`config.mk`:
```
export PLATFORM = sky130hd
export DESIGN_NAME = a2600_audio_resampler
export DESIGN_NICKNAME = d
export VERILOG_FILES = /design/src/rtl/a2600_audio_resampler.sv
export SDC_FILE = /design/constraint.sdc
export NUM_CORES = 1
export LEC_CHECK = 0
export ABC_AREA = 1
export BUFFER_PORTS_ARGS = -buffer_cell sky130_fd_sc_hd__buf_4
export CAP_MARGIN = 15
export CORE_ASPECT_RATIO = 0.5
export CORE_MARGIN = 5
export CORE_UTILIZATION = 45
export DETAILED_ROUTE_END_ITERATION = 12
export GPL_TIMING_DRIVEN = 0
export PLACE_DENSITY = 0.63
export SYNTH_ARGS = -nofsm -noshare
export SYNTH_HDL_FRONTEND = slang
export SYNTH_SLANG_ARGS = --single-unit
```
`constraint.sdc`:
```
create_clock -name clk_sys -period 3.1 [get_ports clk_sys]
set_input_delay 0.62 -clock clk_sys [delete_from_list [all_inputs] [get_ports clk_sys]]
set_output_delay 0.62 -clock clk_sys [all_outputs]
set_load 0.02 [all_outputs]
```
`src/rtl/a2600_audio_resampler.sv`:
```
// TIA audio resampler: box-car decimation of the two 4-bit channels, gain with saturation,
// optional one-pole low-pass (enabled by defining A2600_AUD_LPF_EN), one strobe per output sample.
module a2600_audio_resampler #(
    parameter int SAMPLE_DIV = 149,
    parameter int GAIN       = 29,
    parameter int FILT_SHIFT = 3
) (
    input  logic        clk_sys,
    input  logic        reset_n,
    input  logic        ce,
    input  logic [3:0]  aud_ch0,
    input  logic [3:0]  aud_ch1,
    input  logic        mono,
    output logic [15:0] audio_l,
    output logic [15:0] audio_r,
    output logic        sample_stb
);

    localparam int ACC_W = 4 + $clog2(SAMPLE_DIV);
    localparam int CNT_W = $clog2(SAMPLE_DIV);
    localparam int PRD_W = ACC_W + 32;
    localparam logic [CNT_W-1:0] CNT_LAST = CNT_W'(SAMPLE_DIV - 1);

    function automatic logic [15:0] sat_gain(input logic [ACC_W-1:0] sum);
        logic [PRD_W-1:0] prod;
        prod = PRD_W'(sum) * PRD_W'(GAIN);
        return (prod > PRD_W'(65535)) ? 16'hFFFF : prod[15:0];
    endfunction

    // Minimum step of +/-1 lets y land exactly on pcm instead of stalling below it.
    function automatic logic [15:0] lpf_step(input logic [15:0] y_old, input logic [15:0] pcm);
        logic signed [17:0] d;
        logic signed [17:0] s;
        logic signed [17:0] y_new;
        d = $signed({2'b00, pcm}) - $signed({2'b00, y_old});
        s = d >>> FILT_SHIFT;
        if (s == 18'sd0 && d != 18'sd0) s = d[17] ? -18'sd1 : 18'sd1;
        y_new = $signed({2'b00, y_old}) + s;
        return y_new[15:0];
    endfunction

    logic [4:0]       mix;
    logic [3:0]       x_l, x_r;
    logic [CNT_W-1:0] cnt_q, cnt_d;
    logic [ACC_W-1:0] acc_l_q, acc_l_d, acc_r_q, acc_r_d;
    logic [ACC_W-1:0] snap_l_p0_q, snap_l_p0_d, snap_r_p0_q, snap_r_p0_d;
    logic             vld_p0_q, vld_p0_d;
    logic [15:0]      pcm_l_p1_q, pcm_l_p1_d, pcm_r_p1_q, pcm_r_p1_d;
    logic             vld_p1_q, vld_p1_d;
    logic [15:0]      audio_l_p2_q, audio_l_p2_d, audio_r_p2_q, audio_r_p2_d;
    logic             vld_p2_q, vld_p2_d;

    always_comb begin
        mix = {1'b0, aud_ch0} + {1'b0, aud_ch1} + 5'd1;
        x_l = mono ? mix[4:1] : aud_ch0;
        x_r = mono ? mix[4:1] : aud_ch1;

        // Stage A: window accumulate, snapshot on the terminal ce
        cnt_d       = cnt_q;
        acc_l_d     = acc_l_q;
        acc_r_d     = acc_r_q;
        snap_l_p0_d = snap_l_p0_q;
        snap_r_p0_d = snap_r_p0_q;
        vld_p0_d    = 1'b0;
        if (ce) begin
            if (cnt_q == CNT_LAST) begin
                snap_l_p0_d = acc_l_q + ACC_W'(x_l);
                snap_r_p0_d = acc_r_q + ACC_W'(x_r);
                acc_l_d     = '0;
                acc_r_d     = '0;
                cnt_d       = '0;
                vld_p0_d    = 1'b1;
            end else begin
                acc_l_d = acc_l_q + ACC_W'(x_l);
                acc_r_d = acc_r_q + ACC_W'(x_r);
                cnt_d   = cnt_q + 1'b1;
            end
        end

        // Stage B: gain and saturate, independent of ce
        vld_p1_d   = vld_p0_q;
        pcm_l_p1_d = vld_p0_q ? sat_gain(snap_l_p0_q) : pcm_l_p1_q;
        pcm_r_p1_d = vld_p0_q ? sat_gain(snap_r_p0_q) : pcm_r_p1_q;

        // Stage C: output register doubles as the filter state y
        vld_p2_d     = vld_p1_q;
        audio_l_p2_d = audio_l_p2_q;
        audio_r_p2_d = audio_r_p2_q;
        if (vld_p1_q) begin
`ifdef A2600_AUD_LPF_EN
            audio_l_p2_d = lpf_step(audio_l_p2_q, pcm_l_p1_q);
            audio_r_p2_d = lpf_step(audio_r_p2_q, pcm_r_p1_q);
`else
            audio_l_p2_d = pcm_l_p1_q;
            audio_r_p2_d = pcm_r_p1_q;
`endif
        end
    end

    always_ff @(posedge clk_sys or negedge reset_n) begin
        if (!reset_n) begin
            cnt_q        <= '0;
            acc_l_q      <= '0;
            acc_r_q      <= '0;
            snap_l_p0_q  <= '0;
            snap_r_p0_q  <= '0;
            vld_p0_q     <= 1'b0;
            pcm_l_p1_q   <= '0;
            pcm_r_p1_q   <= '0;
            vld_p1_q     <= 1'b0;
            audio_l_p2_q <= '0;
            audio_r_p2_q <= '0;
            vld_p2_q     <= 1'b0;
        end else begin
            cnt_q        <= cnt_d;
            acc_l_q      <= acc_l_d;
            acc_r_q      <= acc_r_d;
            snap_l_p0_q  <= snap_l_p0_d;
            snap_r_p0_q  <= snap_r_p0_d;
            vld_p0_q     <= vld_p0_d;
            pcm_l_p1_q   <= pcm_l_p1_d;
            pcm_r_p1_q   <= pcm_r_p1_d;
            vld_p1_q     <= vld_p1_d;
            audio_l_p2_q <= audio_l_p2_d;
            audio_r_p2_q <= audio_r_p2_d;
            vld_p2_q     <= vld_p2_d;
        end
    end

    assign audio_l    = audio_l_p2_q;
    assign audio_r    = audio_r_p2_q;
    assign sample_stb = vld_p2_q;

endmodule

```
## Yosys cells after proc, flatten, opt, wreduce, memory -nomap -nowiden

Index checks and enable logic that the tools add are counted.

- Bits of input ports: 12
- Memories: 0
- Register bits: 123
- Bits in writable memories: 0
- Output and inout port bits: 33
- Logic and storage cells: 32
- ROM bits: 0
- Latch bits: 0

- Divide/modulo/power cells: 0
- Order comparisons: 2
- Reductions and logical operators: 1
- Muxes and demuxes: 9
- Bitwise gates (word level): 0
- Multipliers: 2
- Eq/ne operators: 1
- Add/subtract/negate cells: 5
- Shifts and indexed selects: 0

Operators by type and width:

| cell | count |
|---|---|
| > comparator 17 x 16 -> 1 bit, second input constant | 2 |
| multiplier 12 x 5 -> 17 bit, second input constant | 2 |
| two-way mux 16 bit | 2 |
| adder 12 x 4 -> 12 bit | 2 |
| two-way mux 12 bit | 2 |
| adder 8 x 1 -> 8 bit, second input constant | 1 |
| == test 8 bit, second input constant | 1 |
| two-way mux 4 bit | 2 |
| two-way mux 8 bit | 1 |
| adder 4 x 4 -> 5 bit | 1 |
| adder 5 x 1 -> 5 bit, second input constant | 1 |
| two-way mux 1 bit | 2 |
| AND reduction 2 bit | 1 |

## Longest topological paths before layout

- Depth in word-level cells: 5
- Depth in mapped cells: 23
- Gate-level depth less buffers: 22

## Worst setup path after synthesis

Ideal clock, no wire load.

- Kind: reg-to-reg
- Start: register snap_r_p0_q[9]
- End: register pcm_r_p1_q[10]
- Stages on the path, launching flop included: 22
- Setup time: 0.113 ns
- Period minus slack after synthesis: 3.399 ns
- Data required time: 2.987 ns
- Slack: -0.299 ns
- Path buffers: 1
- Arrival: 3.286 ns
- Path through: dfrtp_1 > inv_1 > fa_1 > inv_1 > ha_1 > inv_1 > fa_1 > inv_1 > ha_1 > nand2_2 > inv_1 > a21oi_1 > nand3_2 > nand2_2 > nand3_1 > nand2_1 > nand2_2 > inv_4 > buf_6 > nand3_2 > nand2_1 > inv_1

- Word-level cells in the longest chain between the ends: 3

Ends and longest elaborated chain:

| element | RTL line | RTL |
|---|---|---|
| start: declaration | 46 | `logic [ACC_W-1:0] snap_l_p0_q, snap_l_p0_d, snap_r_p0_q, snap_r_p0_d;` |
| start signal: assignment | 119 | `snap_r_p0_q <= snap_r_p0_d;` |
| multiplier 12 x 5 -> 17 bit (*) | 26 | `prod = PRD_W'(sum) * PRD_W'(GAIN);` |
| > comparator 17 x 16 -> 1 bit | 27 | `return (prod > PRD_W'(65535)) ? 16'hFFFF : prod[15:0];` |
| two-way mux 16 bit (*) | 27 |  |
| end signal: assignment | 122 | `pcm_r_p1_q <= pcm_r_p1_d;` |
| end: declaration | 48 | `logic [15:0] pcm_l_p1_q, pcm_l_p1_d, pcm_r_p1_q, pcm_r_p1_d;` |

Mark *: on every way between the ends. The rest lies on a longest branch, timed or not.
A chain may end at the register's enable or synchronous reset.

## Worst setup path after layout

- Start: register snap_l_p0_q[3]
- End: register pcm_l_p1_q[14]

- Word-level cells in the longest chain between the ends: 3

Ends and longest elaborated chain:

| element | RTL line | RTL |
|---|---|---|
| start: declaration | 46 |  |
| start signal: assignment | 118 | `snap_l_p0_q <= snap_l_p0_d;` |
| multiplier 12 x 5 -> 17 bit (*) | 26 |  |
| > comparator 17 x 16 -> 1 bit | 27 |  |
| two-way mux 16 bit (*) | 27 |  |
| end signal: assignment | 121 | `pcm_l_p1_q <= pcm_l_p1_d;` |
| end: declaration | 48 |  |

Marked as above.

==> results.ini <==
[placement]
dpl-instance-area_um2=10300
gp_congestion=0.876
port_buffers=43
dp_hpwl_mm=15.7

[min_path]
min_path_type=in -> async

[detailed_routing]
vias_per_cell=4.76
drcViolationCount=0
vias=7572
drt_iter0_drc=524
first_pass_iters=5
wl_per_cell_um=13.5
postRouteAntennaNets=0
wirelength_mm=21.5

[global_route]
grt_max_degree=90
grt_pass1_vias=7485
grtUsageTotal_pct=18.9
grt_pass1_wl_mm=36.8
antenna_found_initial=0
grt-ovfl-total=0

[floorplan]
coreArea_um2=20500
ioPinCount=45
start_util_pct=45.6
fp.dieW_um=214
rows=37
fp.dieH_um=112
die_area_um2=23900

[cells_and_area]
layout.nets=1438
finish.utilization_pct=59.6
diodes=0
final_cell_mix=206 x inv_1, 185 x nand2_1, 117 x dfrtp_1, 109 x buf_4, 67 x nor2_1
drive_above_1_share_pct=34.6
area_delta_synth_final_pct=30.6
fillers=1750
final_common_cell=inv_1
final_area_um2=12200

[synthesis]
ys_seq_area_share_pct=33.0
synth_edf_count=0
syn_nets=1295
ys.flop_type=dfrtp_1
postSynthCellCount=1161
synthArstFlopShare_pct=100
synth_seq_cells=123
syn_area_um2=9340
ys_types=41
yosys_warnings=0
synth_area_per_cell_um2=8.04

[sta]
fmax_ghz=0.289
fin_ws_ns=-0.360
slew_headroom_pct=63.9
min_period_ns=3.46
min_period_over_period_pct=112
skew_ns=0.0116
setup_viol=32
worstMarginPinSlew_ns=0.542
grt_setup_unrepaired=true
hold_ws_ns=0.0956
hold_viol=0
slew_viol_final=0

[clock_tree]
cts_tree=yes
cts_buffers=17
cts_buffer_depth=2
path_clk_slew_ns=0.06
cts_sinks=123
htreeDepth=4
clock_latency_ns=0.43
cts_root_buf=clkbuf_16
hold_buffers=0

[setup_path]
arrival_ns=3.83
worstSetupStartpointType=flip-flop
end_kind=flip-flop
crit_type=reg -> reg
worstPathMaxFanout=7
cp.required_ns=3.47

[outcome]
status=finished with violations
violations=negative setup slack

[flow_run]
cap_violations=0

## worst max-delay path: stages (launching register included)
cell     delay [ns]
dfrtp_1        0.36
inv_2          0.08
buf_4          0.14
fa_1           0.47
inv_1          0.04
ha_1           0.28
fa_1           0.48
ha_4           0.34
inv_2          0.05
nand2_2        0.08
nand3_2        0.09
nand2_2        0.11
buf_6          0.10
nand2_2        0.04
nand2_2        0.08
nand3_4        0.08
nor2_4         0.11
nand3_4        0.13
buf_8          0.17
nand3_2        0.07
nand2_1        0.05
inv_1          0.04
## final timing paths
kind	startpoint	to	slack (ns)	cells past startpoint
setup / recovery	snap_l_p0_q[3]	pcm_l_p1_q[14]	-0.36	21
hold / removal	reset_n	acc_r_q[3]	0.1	1
setup reg to reg	snap_l_p0_q[3]	pcm_l_p1_q[14]	-0.36	21
hold reg to reg	vld_p1_q	sample_stb	0.37	0
max in group asynchronous	reset_n	pcm_l_p1_q[5]	2.22	2
min in group clk_sys	vld_p1_q	sample_stb	0.37	0
## routing by layer
| layer | GRT usage [%] | routed length, um |
|---|---|---|
| met5 | 0 | 0 |
| met4 | 3.98 | 199 |
| met3 | 4.22 | 759 |
| met2 | 28.4 | 9550 |
| met1 | 28.2 | 11000 |
## state kept, by name, indices dropped and copies added, names as in the netlist
name	count
acc_r_q	12
audio_l	16
vld_p1_q	1
pcm_l_p1_q	16
acc_l_q	12
audio_r	16
snap_r_p0_q	12
pcm_r_p1_q	16
snap_l_p0_q	12
cnt_q	8
vld_p0_q	1
sample_stb	1
## cell type report
cell class                 instances  area [um2]  share of cell area [%]
buffer                            25         168                    1.37
multi-input combinational        746        5870                    48.1
tap                              273         342                    2.80
clock buffer                      20         447                    3.66
inverter                         266        1010                    8.31
clock inverter                    12         218                    1.78
sequential                       123        3090                    25.3
timing repair buffer             125        1060                    8.66
## timing repair
item,4_1_cts,5_1_grt
pin swaps,58,74
gates cloned,4,0
endpoints found under the hold margin,0,0
gates resized for setup,94,89
setup buffers,59,20
endpoints found under the setup margin,32,40
## metrics by stage
step                worst slack, ns  TNS, ns  instances
global route                 -0.553   -15.92       1590
detailed placement           -0.460   -14.14       1478
finish                       -0.360   -10.29       1590
CTS                          -0.295    -8.26       1573
floorplan                    -0.122    -1.91       1161
global placement             -0.429   -11.78       1477
## kinds of logic (layout without fill, tap and decap cells)
logic type,count (synthesis),count (layout),synth area share [%]
simple gates,478,478,23.4
buf+inv,292,448,12.6
flops,123,123,33.0
fa+ha+maj,122,122,19.6
compound gates,96,96,5.95
mux,27,27,3.26
xor+xnor,23,23,2.16
## synthesized netlist by cell type (2+ instances only)
master,n,area (um2)
nand2_1,247,927
o22ai_1,2,12.5
a31oi_2,2,25.0
nand4_1,12,75.1
a31oi_1,3,18.8
dfrtp_1,123,3080
fa_1,41,821
inv_1,258,968
buf_6,5,56.3
o21ai_1,5,25.0
xor2_1,22,193
o21ai_0,43,215
ha_1,81,1010
mux2_2,27,304
clkbuf_1,11,41.3
nand3_2,23,230
a22o_1,10,87.6
a21oi_1,25,125
inv_2,6,22.5
nand3_1,58,290
nor2_1,80,300
nand3b_1,3,22.5
nor2_2,5,31.3
or2_2,19,119
nor3_1,8,40.0
nand2_2,21,131
buf_2,7,35.0
Power is left out: the tool's default activity adds up to more than one toggle a clock period on the data nets, which glitch-free logic cannot reach.
